==> src/rtl/mem_read_arbiter.sv <==
// Round-robin arbiter granting two requesters read bursts to one shared memory.
// Latency: grant and first read 1 cycle after request is sampled in IDLE; data 1 cycle after each read.
// Backpressure: none; requests are held until granted and are ignored while a burst is in progress.
module mem_read_arbiter #(
  parameter int DATA_W = 8,
  parameter int ADDR_W = 4
) (
  input  logic              iClk,
  input  logic              iRst_n,
  input  logic              iReqA,
  input  logic              iReqB,
  input  logic [ADDR_W-1:0] iAddrA,
  input  logic [ADDR_W-1:0] iAddrB,
  input  logic [ADDR_W-1:0] iLenA,
  input  logic [ADDR_W-1:0] iLenB,
  output logic              oMemRd,
  output logic [ADDR_W-1:0] oMemAddr,
  input  logic [DATA_W-1:0] iMemData,
  output logic              oGntA,
  output logic              oGntB,
  output logic              oValidA,
  output logic              oValidB,
  output logic              oDoneA,
  output logic              oDoneB,
  output logic [DATA_W-1:0] oData,
  output logic              oBusy
);

  typedef enum logic [1:0] {IDLE, READ, WAIT} state_t;

  state_t              r_state, w_state_nxt;
  logic                r_own_b, w_own_b_nxt;     // current burst owner: 1 = B
  logic                r_last_b, w_last_b_nxt;   // last served requester: 1 = B
  logic [ADDR_W-1:0]   r_len, w_len_nxt;
  logic [ADDR_W:0]     r_cnt, w_cnt_nxt;         // reads issued so far; one bit wider so len=max fits
  logic                r_mem_rd, w_mem_rd_nxt;
  logic [ADDR_W-1:0]   r_mem_addr, w_mem_addr_nxt;
  logic                r_gnt_a, w_gnt_a_nxt;
  logic                r_gnt_b, w_gnt_b_nxt;
  logic                r_valid_a, w_valid_a_nxt;
  logic                r_valid_b, w_valid_b_nxt;
  logic                r_done_a, w_done_a_nxt;
  logic                r_done_b, w_done_b_nxt;
  logic                r_busy, w_busy_nxt;

  logic                w_pick_b;
  logic [ADDR_W:0]     w_len_p1;
  logic                w_last_rd;

  // Tie goes to whichever requester was not served last.
  assign w_pick_b  = iReqB & (~iReqA | ~r_last_b);
  assign w_len_p1  = {1'b0, r_len} + (ADDR_W+1)'(1);
  // True in the READ cycle presenting the final read of the burst.
  assign w_last_rd = (r_state == READ) && (r_cnt == w_len_p1);

  // Next-state and next-output logic; every output is registered below.
  always_comb begin
    w_state_nxt    = r_state;
    w_own_b_nxt    = r_own_b;
    w_last_b_nxt   = r_last_b;
    w_len_nxt      = r_len;
    w_cnt_nxt      = r_cnt;
    w_mem_rd_nxt   = 1'b0;
    w_mem_addr_nxt = r_mem_addr;
    w_gnt_a_nxt    = 1'b0;
    w_gnt_b_nxt    = 1'b0;
    // Memory returns data one cycle after each strobe, so valid trails the strobe.
    w_valid_a_nxt  = r_mem_rd & ~r_own_b;
    w_valid_b_nxt  = r_mem_rd &  r_own_b;
    w_done_a_nxt   = w_last_rd & ~r_own_b;
    w_done_b_nxt   = w_last_rd &  r_own_b;

    case (r_state)
      IDLE: begin
        if (iReqA || iReqB) begin
          w_state_nxt    = READ;
          w_own_b_nxt    = w_pick_b;
          w_last_b_nxt   = w_pick_b;
          w_len_nxt      = w_pick_b ? iLenB : iLenA;
          w_mem_addr_nxt = w_pick_b ? iAddrB : iAddrA;
          w_mem_rd_nxt   = 1'b1;
          w_cnt_nxt      = (ADDR_W+1)'(1);
          w_gnt_a_nxt    = ~w_pick_b;
          w_gnt_b_nxt    = w_pick_b;
        end
      end
      READ: begin
        if (w_last_rd) begin
          w_state_nxt = WAIT;
        end else begin
          w_mem_rd_nxt   = 1'b1;
          w_mem_addr_nxt = r_mem_addr + ADDR_W'(1);
          w_cnt_nxt      = r_cnt + (ADDR_W+1)'(1);
        end
      end
      WAIT: begin
        w_state_nxt = IDLE;
      end
      default: begin
        w_state_nxt = IDLE;
      end
    endcase

    w_busy_nxt = (w_state_nxt != IDLE);
  end

  // State and output registers; reset abandons any burst in progress.
  always_ff @(posedge iClk or negedge iRst_n) begin
    if (!iRst_n) begin
      r_state    <= IDLE;
      r_own_b    <= 1'b0;
      r_last_b   <= 1'b1;
      r_len      <= '0;
      r_cnt      <= '0;
      r_mem_rd   <= 1'b0;
      r_mem_addr <= '0;
      r_gnt_a    <= 1'b0;
      r_gnt_b    <= 1'b0;
      r_valid_a  <= 1'b0;
      r_valid_b  <= 1'b0;
      r_done_a   <= 1'b0;
      r_done_b   <= 1'b0;
      r_busy     <= 1'b0;
    end else begin
      r_state    <= w_state_nxt;
      r_own_b    <= w_own_b_nxt;
      r_last_b   <= w_last_b_nxt;
      r_len      <= w_len_nxt;
      r_cnt      <= w_cnt_nxt;
      r_mem_rd   <= w_mem_rd_nxt;
      r_mem_addr <= w_mem_addr_nxt;
      r_gnt_a    <= w_gnt_a_nxt;
      r_gnt_b    <= w_gnt_b_nxt;
      r_valid_a  <= w_valid_a_nxt;
      r_valid_b  <= w_valid_b_nxt;
      r_done_a   <= w_done_a_nxt;
      r_done_b   <= w_done_b_nxt;
      r_busy     <= w_busy_nxt;
    end
  end

  assign oMemRd   = r_mem_rd;
  assign oMemAddr = r_mem_addr;
  assign oGntA    = r_gnt_a;
  assign oGntB    = r_gnt_b;
  assign oValidA  = r_valid_a;
  assign oValidB  = r_valid_b;
  assign oDoneA   = r_done_a;
  assign oDoneB   = r_done_b;
  assign oBusy    = r_busy;
  assign oData    = iMemData;

endmodule

==> config.mk <==
export PLATFORM = sky130hd
export DESIGN_NAME = mem_read_arbiter
export DESIGN_NICKNAME = d
export VERILOG_FILES = /design/src/rtl/mem_read_arbiter.sv
export SDC_FILE = /design/constraint.sdc
export NUM_CORES = 1
export LEC_CHECK = 0
export CAP_MARGIN = 20
export CORE_AREA = 2 2 60 62
export CTS_BUF_LIST = sky130_fd_sc_hd__clkbuf_4 sky130_fd_sc_hd__clkbuf_8 sky130_fd_sc_hd__clkbuf_16
export DETAILED_ROUTE_END_ITERATION = 6
export DIE_AREA = 0 0 62 64
export PLACE_DENSITY = 0.71
export SYNTH_ARGS = -nofsm -noshare
export SYNTH_HDL_FRONTEND = slang
export SYNTH_SLANG_ARGS = --single-unit
==> constraint.sdc <==
create_clock -name iClk -period 2.3 [get_ports iClk]
set_clock_uncertainty 0.05 [all_clocks]
set_input_delay 0.46 -clock iClk [delete_from_list [all_inputs] [get_ports iClk]]
set_output_delay 0.46 -clock iClk [all_outputs]
set_load 0.02 [all_outputs]
==> impl_metrics.yaml <==
critical_path:
  cp.required_ps: 2470
  critical_path_class: "reg2reg"
  cp_top_family: "compound AO/OA/AOI/OAI gates"
  worstPathMaxFanout: 14
  critical-path-max-stage-delay_ps: 450
  crit_chain: "ha_1, o21ba_1, a221oi_1, o2111a_2, nor4_1, a311o_1"
  cp-end-kind: "flip-flop"
  cp.arrival_ps: 2330
  critPathBufInv: 0
  slowest_stage: "dfrtp_1"
  startpoint_type: "flip-flop"
die:
  rows: 21
  core_region_area_um2: 3284
  initial_core_util: 0.3848
  fp.dieW_um: 62
  ios: 48
  die_y_um: 64
  die_area_um2: 3968
power:
  net-switching-power_w: 0.0009423
  leakagePower_nw: 0.6896
  share_seq_of_total_power: 0.369
  p_comb_frac: 0.544
  p_sw_frac: 0.4116
  pwr_density_cell_nw_per_um2: 1418
  ir_worst_vdd_mv: 0.6681
  p_int_w: 0.001347
  pwr-share-clk: 0.086
timing:
  finalCritPeriodShare: 0.9380
  rsz0062_at_grt: "no"
  timing.fmax_mhz: 463.5
  tightest_slew_ps: 427.4
  drv_slew: 0
  setup_viol: 0
  fin_setup_tns_ps: 0
  finalHoldViolations: 0
  finalCriticalPeriod_ps: 2157
  maxSlewHeadroom: 0.7134
global_routing:
  grt_pass1_vias: 997
  grt_pass1_wl_mm: 4.464
  grt.overflow.total: 0
  antenna_found_initial: 0
  grt_start_max_net_pins: 26
  track_usage: 0.1494
routing:
  wirelength_mm: 2.695
  drt_pass1_iterations: 4
  drt-initial-drc-count: 32
  drc: 0
  via_per_inst: 5.176
  vias: 968
  wl_per_cell_um: 14.41
  ant_nets: 0
synth:
  ys_types: 44
  yosys.area.top_type: "dfrtp_1"
  syn_inst: 113
  synth.most_common_cell: "dfrtp_1"
  synth_area_leaders: "dfrtp_1 (48%), buf_4 (4.8%), nand2_1 (3.3%), mux2i_1 (3.2%), ha_1 (3.0%)"
  ys_seq_area_frac: 0.4960
  synth-warning-count: 0
  synthArstFlopShare: 1.000
  syn_area_um2: 1264
  syn_nets: 144
  synth_edf_count: 0
  synth_top_area_share: 0.4752
  synth.ff_latch_count: 25
  ys.flop_type: "dfrtp_1"
  avgSynthCellArea_um2: 11.18
  yosys-top-cells-count: "dfrtp_1 (24), nand2_1 (11), buf_4 (8)"
clock_tree:
  cts_setup_buffers: 0
  postCtsHoldBufs: 0
  h-tree-depth: 1
  clk_latency_ps: 320
  clk_pin_slew_ps: 140
  cts_buffer_depth: 2
  cts_tree: "built"
  cts.sinks: 25
  cts_resized: 0
  cts_buffers: 3
  cts_root_buf: "clkbuf_4"
cells_and_area:
  fin_area_um2: 1614
  antenna_cells: 0
  fin_nets: 173
  drive_above_1_share: 0.1277
  areaGrowthSynthToFinish_pct: 27.72
hold_path:
  hp-class: "in2async"
status:
  status: "complete, no violations"
place:
  dp_hpwl_mm: 2.067
  placed_area_um2: 1587
  place.gp.congestion: 0.7252
  port_buffers: 31
flow_run:
  max_cap_viol_count: 0
==> worst register-to-register path, stage by stage (launching register included) <==
cell and delay, ps:
dfrtp_1 450, ha_1 270, o21ba_1 200, a221oi_1 290, o2111a_2 390, nor4_1 100
a311o_1 320
==> registers in the layout, indices dropped and copies added, names as in the netlist <==
signal / cells
r_cnt: 5
oValidA: 1
oMemAddr: 4
oDoneB: 1
oMemRd: 1
oGntB: 1
r_len: 4
r_own_b: 1
oGntA: 1
oValidB: 1
r_last_b: 1
oBusy: 1
oDoneA: 1
r_state: 2
==> area by class of cell <==
cell class,count,area [um2]
fillers,330,1670
flip-flops and latches,25,626.9
repair buffers,36,347.8
clock inverters,1,5.005
well taps,46,57.56
clock buffers,3,22.52
multi-input cells,76,554.3
==> final timing paths <==
kind                            slack (ps)          end     start  cells after the start
min in group iClk                      480      oValidA   r_own_b                      1
worst min-delay path                   440       oDoneB    iRst_n                      2
worst max-delay path                   140  oMemAddr[3]  r_len[0]                      6
worst min register to register         480      oValidA   r_own_b                      1
max in group asynchronous             1480     r_last_b    iRst_n                      2
worst max register to register         140  oMemAddr[3]  r_len[0]                      6
==> metal layers <==
layer | global-route usage | up-vias | share of wire
li1 | - | 465 | -
met2 | 0.2448 | 19 | 0.53
met4 | 0.03989 | 0 | 0.013
met5 | 0 | - | 0
met1 | 0.1858 | 478 | 0.42
met3 | 0.04656 | 6 | 0.043
==> cells in the final DEF, fill, tap and decap left out, types with 2 or more instances in the layout <==
cell type        netlist  final
ha_1                   3      3
nand3b_1               2      2
nand3_1                3      3
a21o_1                 2      2
xnor2_1                4      4
clkdlybuf4s50_1        0     31
nor2b_1                2      2
o211ai_1               3      3
nand4_1                3      3
mux2i_1                4      4
o21ai_0                3      3
nand2_1               11     11
dfrtp_1               24     24
clkbuf_4               0      3
nor2_1                 3      3
a311o_1                2      2
buf_4                  8      5
a22oi_1                4      4
o31ai_1                3      3
==> power groups by stage <==
stage,clock (W),sequential [W],combinational (W)
2_1_floorplan,0,0.000923,0.000775
3_3_place_gp,0,0.000841,0.00121
3_5_place_dp,0,0.000858,0.00125
6_report,0.000198,0.000846,0.00125
4_1_cts,0.000205,0.000847,0.00126
5_1_grt,0.000224,0.000877,0.00136
==> metrics by stage <==
| stage | hold WS [ps] | setup slack (ps) | utilization | std cells | power, W |
|---|---|---|---|---|---|
| 6_report | 436.2 | 142.7 | 0.4914 | 187 | 0.002289 |
| 5_1_grt | 441.1 | 45.06 | 0.4914 | 187 | 0.002459 |
| 4_1_cts | 438.3 | 145.8 | 0.4914 | 187 | 0.002309 |
| 3_5_place_dp | 453.2 | 132.6 | 0.4830 | 183 | 0.002110 |
| 3_3_place_gp | 436.9 | 183.1 | 0.4830 | 183 | 0.002055 |
| 2_1_floorplan | 114.4 | 405.4 | - | 113 | 0.001698 |
==> logic make-up (layout without fill, tap and decap cells) <==
kind of cell	count (synthesis)	count (layout)	share of synthesized area
xor gates and xnor gates	5	5	0.03465
DFF	25	25	0.4960
muxes	5	5	0.04059
buffers and inverters	12	40	0.06535
adders and majority gates	3	3	0.02971
and+or+nand+nor	36	36	0.1614
AOI/OAI and AO/OA	27	27	0.1723
(Power assumes the default switching activity.)
